--- src/rtl/text_write_sched.sv ---
// text_write_sched: shares the text engine character write port between the CPU and keyboard requesters,
// plus a clear-screen sequencer compiled in when TEXT_SCHED_CLEAR_EN is defined.
// Latency: accept edge -> o_update the next cycle; one character per 3+GAP_CYCLES cycles with immediate ack.
// Backpressure: ready is raised only in IDLE and only to the granted requester; requesters hold data until accepted.
module text_write_sched #(
  parameter int unsigned GAP_CYCLES     = 3,
  parameter int unsigned TIMEOUT_CYCLES = 15,
  parameter logic [7:0]  ATTR_CLR       = 8'h07
) (
  input  logic       i_clk,
  input  logic       i_rst_n,
  input  logic       i_res,
  input  logic       i_cpu_valid,
  input  logic [7:0] i_cpu_ascii,
  input  logic [7:0] i_cpu_attr,
  output logic       o_cpu_ready,
  input  logic       i_kbd_valid,
  input  logic [7:0] i_kbd_ascii,
  input  logic [7:0] i_kbd_attr,
  output logic       o_kbd_ready,
  input  logic       i_clr,
  output logic       o_clr_busy,
  output logic       o_update,
  output logic [7:0] o_ascii,
  output logic [7:0] o_attr,
  input  logic       i_display_done,
  output logic       o_busy,
  output logic       o_timeout
);

  typedef enum logic [1:0] {IDLE, ISSUE, WAIT_DONE, GAP} state_t;

  // Last count value of each timed state; the shared counter restarts at 0 on entry.
  localparam logic [7:0] GAP_LAST = 8'(GAP_CYCLES - 1);
  localparam logic [7:0] TO_LAST  = 8'(TIMEOUT_CYCLES - 1);

  state_t     state_q, state_d;
  logic [7:0] cnt_q, cnt_d;
  logic       ptr_q, ptr_d;        // 0: CPU wins a tie, 1: keyboard wins a tie
  logic [7:0] ascii_q, ascii_d;
  logic [7:0] attr_q, attr_d;
  logic       timeout_q, timeout_d;
  logic       update_q;
  logic       busy_q;
  logic       cpu_rdy, kbd_rdy;
  logic       clr_go;              // clear sequencer owns the next IDLE slot
  logic       wait_exit;
  logic       gap_exit;

  assign wait_exit = (state_q == WAIT_DONE) && (i_display_done || (cnt_q == TO_LAST));
  assign gap_exit  = (state_q == GAP) && (cnt_q == GAP_LAST);

`ifdef TEXT_SCHED_CLEAR_EN
  logic        clr_pend_q, clr_pend_d;
  logic        clr_act_q, clr_act_d;
  logic [11:0] clr_cnt_q, clr_cnt_d;
  logic        clr_busy_q;

  assign clr_go     = clr_pend_q | clr_act_q;
  assign o_clr_busy = clr_busy_q;

  // Clear bookkeeping: latch the request, load the screen size at the first IDLE, count characters out.
  always_comb begin
    clr_pend_d = clr_pend_q;
    clr_act_d  = clr_act_q;
    clr_cnt_d  = clr_cnt_q;
    if (i_clr && !clr_pend_q && !clr_act_q) begin
      clr_pend_d = 1'b1;
    end
    case (state_q)
      IDLE: begin
        if (clr_pend_q) begin
          clr_pend_d = 1'b0;
          clr_act_d  = 1'b1;
          clr_cnt_d  = i_res ? 12'd3700 : 12'd2400;
        end
      end
      WAIT_DONE: begin
        if (clr_act_q && wait_exit) begin
          clr_cnt_d = clr_cnt_q - 12'd1;
        end
      end
      GAP: begin
        if (clr_act_q && gap_exit && (clr_cnt_q == 12'd0)) begin
          clr_act_d = 1'b0;
        end
      end
      default: ;
    endcase
  end

  // Clear sequencer registers.
  always_ff @(posedge i_clk or negedge i_rst_n) begin
    if (!i_rst_n) begin
      clr_pend_q <= 1'b0;
      clr_act_q  <= 1'b0;
      clr_cnt_q  <= '0;
      clr_busy_q <= 1'b0;
    end else begin
      clr_pend_q <= clr_pend_d;
      clr_act_q  <= clr_act_d;
      clr_cnt_q  <= clr_cnt_d;
      clr_busy_q <= clr_pend_d | clr_act_d;
    end
  end
`else
  logic unused_clr;

  assign unused_clr = i_clr ^ i_res;
  assign clr_go     = 1'b0;
  assign o_clr_busy = 1'b0;
`endif

  // Next state: arbitration in IDLE, one-cycle strobe, ack/timeout wait, settle gap.
  always_comb begin
    state_d   = state_q;
    cnt_d     = cnt_q;
    ptr_d     = ptr_q;
    ascii_d   = ascii_q;
    attr_d    = attr_q;
    timeout_d = timeout_q;
    cpu_rdy   = 1'b0;
    kbd_rdy   = 1'b0;
    case (state_q)
      IDLE: begin
        cnt_d = '0;
        if (clr_go) begin
          ascii_d = 8'h20;
          attr_d  = ATTR_CLR;
          state_d = ISSUE;
        end else if (i_cpu_valid && (!ptr_q || !i_kbd_valid)) begin
          cpu_rdy = 1'b1;
          ascii_d = i_cpu_ascii;
          attr_d  = i_cpu_attr;
          ptr_d   = 1'b1;
          state_d = ISSUE;
        end else if (i_kbd_valid) begin
          kbd_rdy = 1'b1;
          ascii_d = i_kbd_ascii;
          attr_d  = i_kbd_attr;
          ptr_d   = 1'b0;
          state_d = ISSUE;
        end
      end
      ISSUE: begin
        cnt_d   = '0;
        state_d = WAIT_DONE;
      end
      WAIT_DONE: begin
        if (wait_exit) begin
          timeout_d = timeout_q | ~i_display_done;
          cnt_d     = '0;
          state_d   = GAP;
        end else begin
          cnt_d = cnt_q + 8'd1;
        end
      end
      GAP: begin
        if (gap_exit) begin
          cnt_d   = '0;
          state_d = IDLE;
        end else begin
          cnt_d = cnt_q + 8'd1;
        end
      end
      default: state_d = IDLE;
    endcase
  end

  // State, arbitration pointer and registered outputs.
  always_ff @(posedge i_clk or negedge i_rst_n) begin
    if (!i_rst_n) begin
      state_q   <= IDLE;
      cnt_q     <= '0;
      ptr_q     <= 1'b0;
      ascii_q   <= '0;
      attr_q    <= '0;
      timeout_q <= 1'b0;
      update_q  <= 1'b0;
      busy_q    <= 1'b0;
    end else begin
      state_q   <= state_d;
      cnt_q     <= cnt_d;
      ptr_q     <= ptr_d;
      ascii_q   <= ascii_d;
      attr_q    <= attr_d;
      timeout_q <= timeout_d;
      update_q  <= (state_d == ISSUE);
      busy_q    <= (state_d != IDLE);
    end
  end

  assign o_cpu_ready = cpu_rdy;
  assign o_kbd_ready = kbd_rdy;
  assign o_update    = update_q;
  assign o_ascii     = ascii_q;
  assign o_attr      = attr_q;
  assign o_busy      = busy_q;
  assign o_timeout   = timeout_q;

endmodule
--- config.mk ---
export PLATFORM = sky130hd
export DESIGN_NAME = text_write_sched
export DESIGN_NICKNAME = d
export VERILOG_FILES = /design/src/rtl/text_write_sched.sv
export SDC_FILE = /design/constraint.sdc
export NUM_CORES = 1
export LEC_CHECK = 0
export ABC_CLOCK_PERIOD_IN_PS = 2860
export BUFFER_PORTS_ARGS = -buffer_cell sky130_fd_sc_hd__buf_2
export CELL_PAD_IN_SITES_DETAIL_PLACEMENT = 1
export CELL_PAD_IN_SITES_GLOBAL_PLACEMENT = 1
export CORE_UTILIZATION = 39
export DETAILED_ROUTE_END_ITERATION = 8
export PLACE_DENSITY_LB_ADDON = 0.1
export SKIP_LAST_GASP = 1
export SLEW_MARGIN = 20
export SYNTH_ARGS = -nofsm -noshare
export SYNTH_HDL_FRONTEND = slang
export SYNTH_SLANG_ARGS = --single-unit
--- constraint.sdc ---
create_clock -name i_clk -period 2.86 [get_ports i_clk]
set_input_delay 0.286 -clock i_clk [delete_from_list [all_inputs] [get_ports i_clk]]
set_output_delay 0.286 -clock i_clk [all_outputs]
set_load 0.005 [all_outputs]
# Word level (Yosys, flattened, before mapping)
# Index checks and enable logic that the tools add are counted.
# word_totals
rom_bits,0
output_inout_bits,22
ram_bits,0
reg_bits,30
latch_bits,0
n_memories,0
# op_classes
magnitude_cmp,0
multipliers,0
n_reduce_logical,13
div_mod_pow,0
eq_ne,6
muxes,19
n_bitwise,2
n_shift,0
addsub,1
# ops
cell,count
$mux 8,6
$pmux 8 s3,1
$add 8x1->8 const B,1
$eq 8x2->1 const B,1
$eq 8x4->1 const B,1
$mux 2,4
$pmux 2 s4,1
$mux 1,7
$eq 2x1->1 const B,2
$eq 2x2->1 const B,2
$reduce_and 2->1,2
$reduce_bool 2->1,2
$logic_and 1x1->1,3
$logic_not 1->1,2
$logic_not 2->1,1
$logic_or 1x1->1,2
$reduce_or 2->1,1
$not 1->1,1
$or 1x1->1,1

# Logic depth before layout (Yosys ltp)
# Gate-level depths: netlist (run 1).
# depth
word_depth,6
depth_mapped,4

# Least setup slack after synthesis (run 1)
# Ideal clock, no wire load.
# synth_path
path_type,register -> register
start,register ptr_q
end,register ascii_q[0] (netlist: o_ascii[0])
slack_ps,1334
arrival_ps,1402
period_less_slack_ps,1526
required_ps,2735
n_path_buf,1
stages_incl_launch_ff,5
cell_sequence,dfrtp_1 -> a21boi_4 -> buf_6 -> mux2_2 -> mux2_2
# synth_via
elab_chain_len,5
elab_cells_between_ends,6
cone_classes,1 x mux; 5 x reduce/logical
# synth_rtl
element,line,rtl
start: declaration,39,"logic ptr_q, ptr_d;"
start signal: assignment,184,ptr_q <= ptr_d;
$logic_not 1->1 (*),131,end else if (i_cpu_valid && (!ptr_q || !i_kbd_valid)) begin
$logic_or 1x1->1 (*),131,
$logic_and 1x1->1 (*),131,
$reduce_bool 2->1 (no line),-,
$reduce_and 2->1 (no line),-,
end signal: assignment,185,ascii_q <= ascii_d;
end: declaration,40,"logic [7:0] ascii_q, ascii_d;"
# Every way passes the cells marked *; elsewhere a longest branch is shown, timed or not.
# A chain may end at the register's enable or synchronous reset.

# Worst setup path after layout (run 1)
# layout_path
start,register ptr_q
end,output o_cpu_ready
# layout_via
elab_chain_len,5
# layout_rtl
element,line,rtl
$logic_not 1->1,131,
$logic_or 1x1->1,131,
$logic_and 1x1->1,131,
$mux 1,131,
$mux 1,124,case (state_q)
end: declaration,16,"output logic o_cpu_ready,"
# No other way between the ends.

==> impl_results.md, run 1 <==
- Vias: 1,234
- Placed Area: 1848 sq um
- Post-synth EDFFs: 0
- Fin crit share: 64.86%
- DRC: 0
- Largest net degree at the start of global routing: 31
- Fin area: 1957 sq um
- Initial drt markers: 28
- Post-synth top area share: 48.39%
- Synth Area in XOR/XNOR: 1.129%
- Critical Path RT: 2570 ps
- Syn nets: 168
- Asr flop ratio synth: 100.0%
- Final setup vio count: 0
- Setup tns final: 0 ps
- Initial antenna violation count: 0
- Fin crit period: 1855 ps
- Core footprint: 3744 sq um
- Clock-pin slew on the worst setup and hold paths: 60 ps
- CTS root buf: clkbuf_8
- Status: completed
- First-pass GRT wire length: 5.685 mm
- CTS Buf Count: 5
- Compound-Gate Fraction of Synth Area: 10.73%
- Slew headroom: 47.74%
- Mapped Cells: 127
- Worst setup path startpoint: ptr_q$_DFFE_PN0P_
- Max Slew Vio Count: 0
- Area of the multi-input gates: 740.7 sq um
- Row cnt: 22
- Initial core utilization: 41.44%
- Crit path kind: flip-flop to primary output
- # diodes: 0
- CTS Hold Bufs: 0
- Leak: 0.9399 nW
- Most area-hungry cell type in the Yosys netlist: dfrtp_1
- RD Place Congestion: 0.7326
- Largest family of logic cells by synthesized area: multiplexers
- Die width: 65.07 um
- Post-cts resize count: 0
- Total of fill cells in the finished design: 430
- Setup crit end: o_cpu_ready
- Share of cells above drive strength 1: 55.68%
- RR Startpoint: state_q[1]$_DFF_PN0_
- Highest Clock Rate: 0.5391 GHz
- WL final: 3.543 mm
- Maximum fanout along the worst path: 18
- Dpl hpwl: 2.663 mm
- RSZ-0062 raised after global routing: false
- Adder-cell area share of the yosys netlist: 1.613%
- Synth unique cells: 39
- Clock buffer depth: 2
- Peak supply drop: 0.4388 mV
- Sequential-to-total area share from yosys stat: 48.39%
- Final hold viol count: 0
- TritonCTS clock tree: done
- Reg2reg end: o_attr[1]$_DFFE_PN0P_
- Area delta synth->final: 26.13%
- Crit path launch type: flip-flop
- Routed WL per cell: 15.21 um
- Die ar.: 4234 sq um
- Nets@finish: 225
- Crit path DAT: 1570 ps
- Port Buffer Count: 57
- Post-synthesis mux area share: 23.23%
- Number of max-cap violations: 0
- Worst Reg-to-Reg Cells: 2
- Height of the die: 65.07 um
- Worst skew pair latency: 270 ps
- Syn Std Cell Area: 1551 sq um
- Final Skew: 3.694 ps
- Post-CTS setup buffers: 0
- Synth top area cells: dfrtp_1 48%, mux2_2 23%, nor3_1 1.9%
- Power density cells: 912.5 nW/um^2
- GRT Util Overall: 18.13%
- Synthesis-stage register bit count: 30
- Flop-to-flop setup slack: 1080 ps
- IO Count: 61
- Syn Area/Cell: 12.22 sq um
- DR pass1 iterations: 4
- Via/cell ratio: 5.296
- Synth warnings: 0
- HP Class: input pin to asynchronous set/reset pin
- Antenna Nets Post-Route: 0
- Grt total ovfl: 0
- Crit end category: primary output
- Post-synthesis simple-gate area fraction: 10.81%
- H-tree levels: 2
- Ys flop type: dfrtp_1
- Clock Sinks: 30
- Hold_ws: 40.79 ps
- Register Area: 750.7 sq um
- Slew @ Worst Pin: 781.4 ps
- Vias in the first global route: 1,223
[cells by family after synthesis]
group	after synthesis
adder cells (fa/ha/maj)	2
multiplexers	32
buffers and inverters	10
AO/OA/AOI/OAI	21
flip-flops	30
XOR/XNOR	2
AND/OR/NAND/NOR	29
other	1
[cells in the final DEF (no fill, tap or decap), drive strengths merged, types with 2 or more instances in the layout]
master  count
a31o        2
mux2       32
nor2        3
nand2       6
clkinv      2
ha          2
inv         3
dfrtp      30
and2        2
buf        57
o21ai       3
nand3       2
a211oi      3
o211a       2
clkbuf      5
nor3        7
or3         2
a31oi       4
[cell usage after synthesis (2+ instances only)]
library cell	number
ha_1	2
buf_6	2
buf_2	3
mux2_2	32
a211oi_1	3
or3_1	2
a31o_2	2
a31oi_1	4
nand3_1	2
nand2_1	6
o211a_1	2
o21ai_0	2
nor2_1	3
inv_1	3
nor3_1	6
dfrtp_1	30
[per-stage QoR]
step                std cells  power, mW  worst slack [ps]  util, %
finish                    233      1.786              1005    52.27
global route              233      1.916             896.4    52.27
CTS                       233      1.814             969.0    52.27
detailed placement        225      1.394              1084    49.36
global placement          225      1.337              1093    49.36
floorplan                 127      1.143              1334        -
[worst min-delay path by stage]
stage / slack [ps] / start / cells after the start / to
2_1_floorplan: -10 / i_rst_n / 0 / cnt_q[0]$_DFF_PN0_
3_3_place_gp: 350 / i_rst_n / 1 / o_ascii[5]$_DFFE_PN0P_
3_5_place_dp: 360 / i_rst_n / 1 / o_ascii[5]$_DFFE_PN0P_
4_1_cts: 60 / i_rst_n / 1 / ptr_q$_DFFE_PN0P_
5_1_grt: 90 / i_rst_n / 1 / o_ascii[1]$_DFFE_PN0P_
6_report: 40 / i_rst_n / 1 / ptr_q$_DFFE_PN0P_
[flip-flops by register name (all words and copies together), names as in the netlist]
register	count
o_ascii	8
o_timeout	1
o_busy	1
o_attr	8
o_update	1
ptr_q	1
state_q	2
cnt_q	8
[per-layer routing]
metal / wire [um] / vias up / GRT usage, % / part of all wire [%]
li1: - / 577 / - / -
met1: 1463 / 614 / 19.82 / 41
met2: 1824 / 38 / 32.81 / 51
met3: 203 / 5 / 4.401 / 5.7
met4: 51 / 0 / 8.152 / 1.4
met5: 0 / - / 0 / 0
[critical path, cell delays in order (launching register included)]
cell and delay, ps:
dfrtp_1 420, a21boi_4 520, and2_2 240, buf_2 120
[power breakdown]
group	internal [mW]	switching, mW	leakage [nW]
sequential	0.604	0.164	0.361
clock	0.256	0.156	0.0579
combinational	0.342	0.264	0.521
[area by class of cell]
cell class	count	share of cell area (%)
flip-flops and latches	30	38.36
repair buffers	57	14.58
inverters	3	0.5754
clock inverters	3	2.046
multi-input cells	87	37.85
well taps	48	3.069
clock buffers	5	3.517
No activity file was read; power rests on OpenSTA's default activity.
==> run 2, diff against run 1 <==
--- a/config.mk
+++ b/config.mk
@@ -5,11 +5,11 @@
 export SDC_FILE = /design/constraint.sdc
 export NUM_CORES = 1
 export LEC_CHECK = 0
-export ABC_CLOCK_PERIOD_IN_PS = 2860
+export ABC_CLOCK_PERIOD_IN_PS = 1550
 export BUFFER_PORTS_ARGS = -buffer_cell sky130_fd_sc_hd__buf_2
 export CELL_PAD_IN_SITES_DETAIL_PLACEMENT = 1
 export CELL_PAD_IN_SITES_GLOBAL_PLACEMENT = 1
-export CORE_UTILIZATION = 39
+export CORE_UTILIZATION = 33
 export DETAILED_ROUTE_END_ITERATION = 8
 export PLACE_DENSITY_LB_ADDON = 0.1
 export SKIP_LAST_GASP = 1
==> constraint.sdc (replaced) <==
create_clock -name i_clk -period 1.55 [get_ports i_clk]
set_input_delay 0.155 -clock i_clk [delete_from_list [all_inputs] [get_ports i_clk]]
set_output_delay 0.155 -clock i_clk [all_outputs]
set_load 0.005 [all_outputs]
==> impl_results.md, run 2 (synthesis results as in run 1) <==
- Status: complete, but fails checks
- Failing checks: DRC
- Final hold viol count: 0
- DRC: 18
- Slew headroom: 53.60%
- Clock Sinks: 30
- Vias: 1,269
- # diodes: 0
- Initial antenna violation count: 0
- Number of max-cap violations: 0
- Antenna Nets Post-Route: 0
- Power density cells: 1724 nW/um^2
- Slowest CP cell: dfrtp_1
- Dpl hpwl: 2.696 mm
- WP buf/inv: 1
- TritonCTS clock tree: done
- Slew @ Worst Pin: 696.0 ps
- CTS Buf Count: 5
- Maximum fanout along the worst path: 18
- Final std cells w/o fill: 249
- Clock buffer depth: 2
- Fin crit period: 1482 ps
- Commonest non-fill, non-tap cell in the layout: buf_2
- Leak: 1.018 nW
- Die width: 70.57 um
- Crit path DAT: 1650 ps
- Initial drt markers: 59
- Sequential share of power: 37.3%
- CP delay by family, top: multiplexers
- Area delta synth->final: 36.77%
- Nets@finish: 237
- Max Slew Vio Count: 0
- Post-CTS setup buffers: 0
- Total power: 3.657 mW
- Crit path launch type: flip-flop
- Share of cells above drive strength 1: 59.39%
- Highest-count cells in the layout ignoring fill and taps: 57 x buf_2, 32 x mux2_2, 29 x dfrtp_1
- Int Power: 2.549 mW
- Port Buffer Count: 57
- Height of the die: 70.57 um
- Max incr delay on CP: 420 ps
- GRT Util Overall: 16.75%
- Comb pwr share: 35.5%
- Final setup vio count: 0
- Final Skew: 5.311 ps
- Critical Path RT: 1720 ps
- Final setup margin: 68.17 ps
- Core footprint: 4444 sq um
- Crit end category: flip-flop
- RSZ-0062 raised after global routing: true
- Routed WL per cell: 14.61 um
- Clock-pin slew on the worst setup and hold paths: 60 ps
- Row cnt: 24
- H-tree levels: 2
- Initial core utilization: 34.91%
- Post-layout util: 47.75%
- Largest net degree at the start of global routing: 31
- Peak supply drop: 0.7952 mV
- Fin crit share: 95.60%
- Crit path kind: flip-flop to flip-flop
- Vias in the first global route: 1,352
- Pre-CTS WS: 61.75 ps
- CTS root buf: clkbuf_8
- Worst skew pair latency: 280 ps
- Most frequent CP cell: mux2_2
- IO Count: 61
- WL final: 3.637 mm
- Clock Power Share: 27.1%
- DR pass1 iterations: 6
- Die ar.: 4979 sq um
- Via/cell ratio: 5.096
- Grt total ovfl: 0
- Cells after DPL: 240
- Sw frac: 30.30%
- First-pass GRT wire length: 6.375 mm
- Highest Clock Rate: 0.6748 GHz
- RD Place Congestion: 0.7392
- CP cell instances: a21boi_4 -> buf_12 -> mux2_2 -> mux2_2
- Sw Pwr: 1.108 mW
- HP Class: input pin to flip-flop
run 2: cell type report:
cell class              count  area, sq um
repair buffers             69        402.9
flip-flops and latches     30        752.0
inverters                   3        11.26
fillers                   505         2322
multi-input cells          87        748.2
clock inverters             2        60.06
clock buffers               6        82.58
well taps                  52        65.06
run 2: final timing paths:
path                                            start  slack (ps)                endpoint  cells after the start
worst max-delay path                ptr_q$_DFFE_PN0P_          70  o_ascii[3]$_DFFE_PN0P_                      4
worst min-delay path                      i_kbd_valid         170       ptr_q$_DFFE_PN0P_                      2
worst max register to register      ptr_q$_DFFE_PN0P_          70  o_ascii[3]$_DFFE_PN0P_                      4
worst min register to register  o_timeout$_DFFE_PN0P_         480   o_timeout$_DFFE_PN0P_                      1
max in group asynchronous                     i_rst_n         610      cnt_q[0]$_DFF_PN0_                      2
min in group asynchronous                     i_rst_n         450  o_ascii[4]$_DFFE_PN0P_                      2
run 2: what timing repair did:
item                       CTS  global route
hold buffers                 1             0
setup endpoints to repair    0             3
hold endpoints to repair    30             0
resized for setup            0             3
run 2: stage by stage:
| stage | setup TNS [ps] | hold slack [ps] | area [sq um] |
|---|---|---|---|
| after floorplan | 0 | -140.6 | 1551 |
| after global placement | 0 | 236.4 | 1961 |
| after detailed placement | 0 | 247.3 | 1961 |
| after CTS | 0 | 157.7 | 2113 |
| after global routing | -19.82 | 170.8 | 2122 |
| final | 0 | 165.0 | 2122 |
run 2: per-layer routing:
metal / global-route usage, % / wire, um / up-vias
met4: 6.667 / 60 / 0
li1: - / - / 603
met5: 0 / 0 / -
met1: 19.94 / 1539 / 615
met2: 28.37 / 1749 / 44
met3: 5.271 / 288 / 7
run 2: power by group through the flow:
stage | Sequential [mW] | Clock [mW] | Combinational, mW
after global placement | 1.35 | 0 | 1.26
after floorplan | 1.32 | 0 | 0.787
after CTS | 1.36 | 1.02 | 1.32
final | 1.37 | 0.992 | 1.30
after detailed placement | 1.38 | 0 | 1.32
after global routing | 1.42 | 1.06 | 1.45
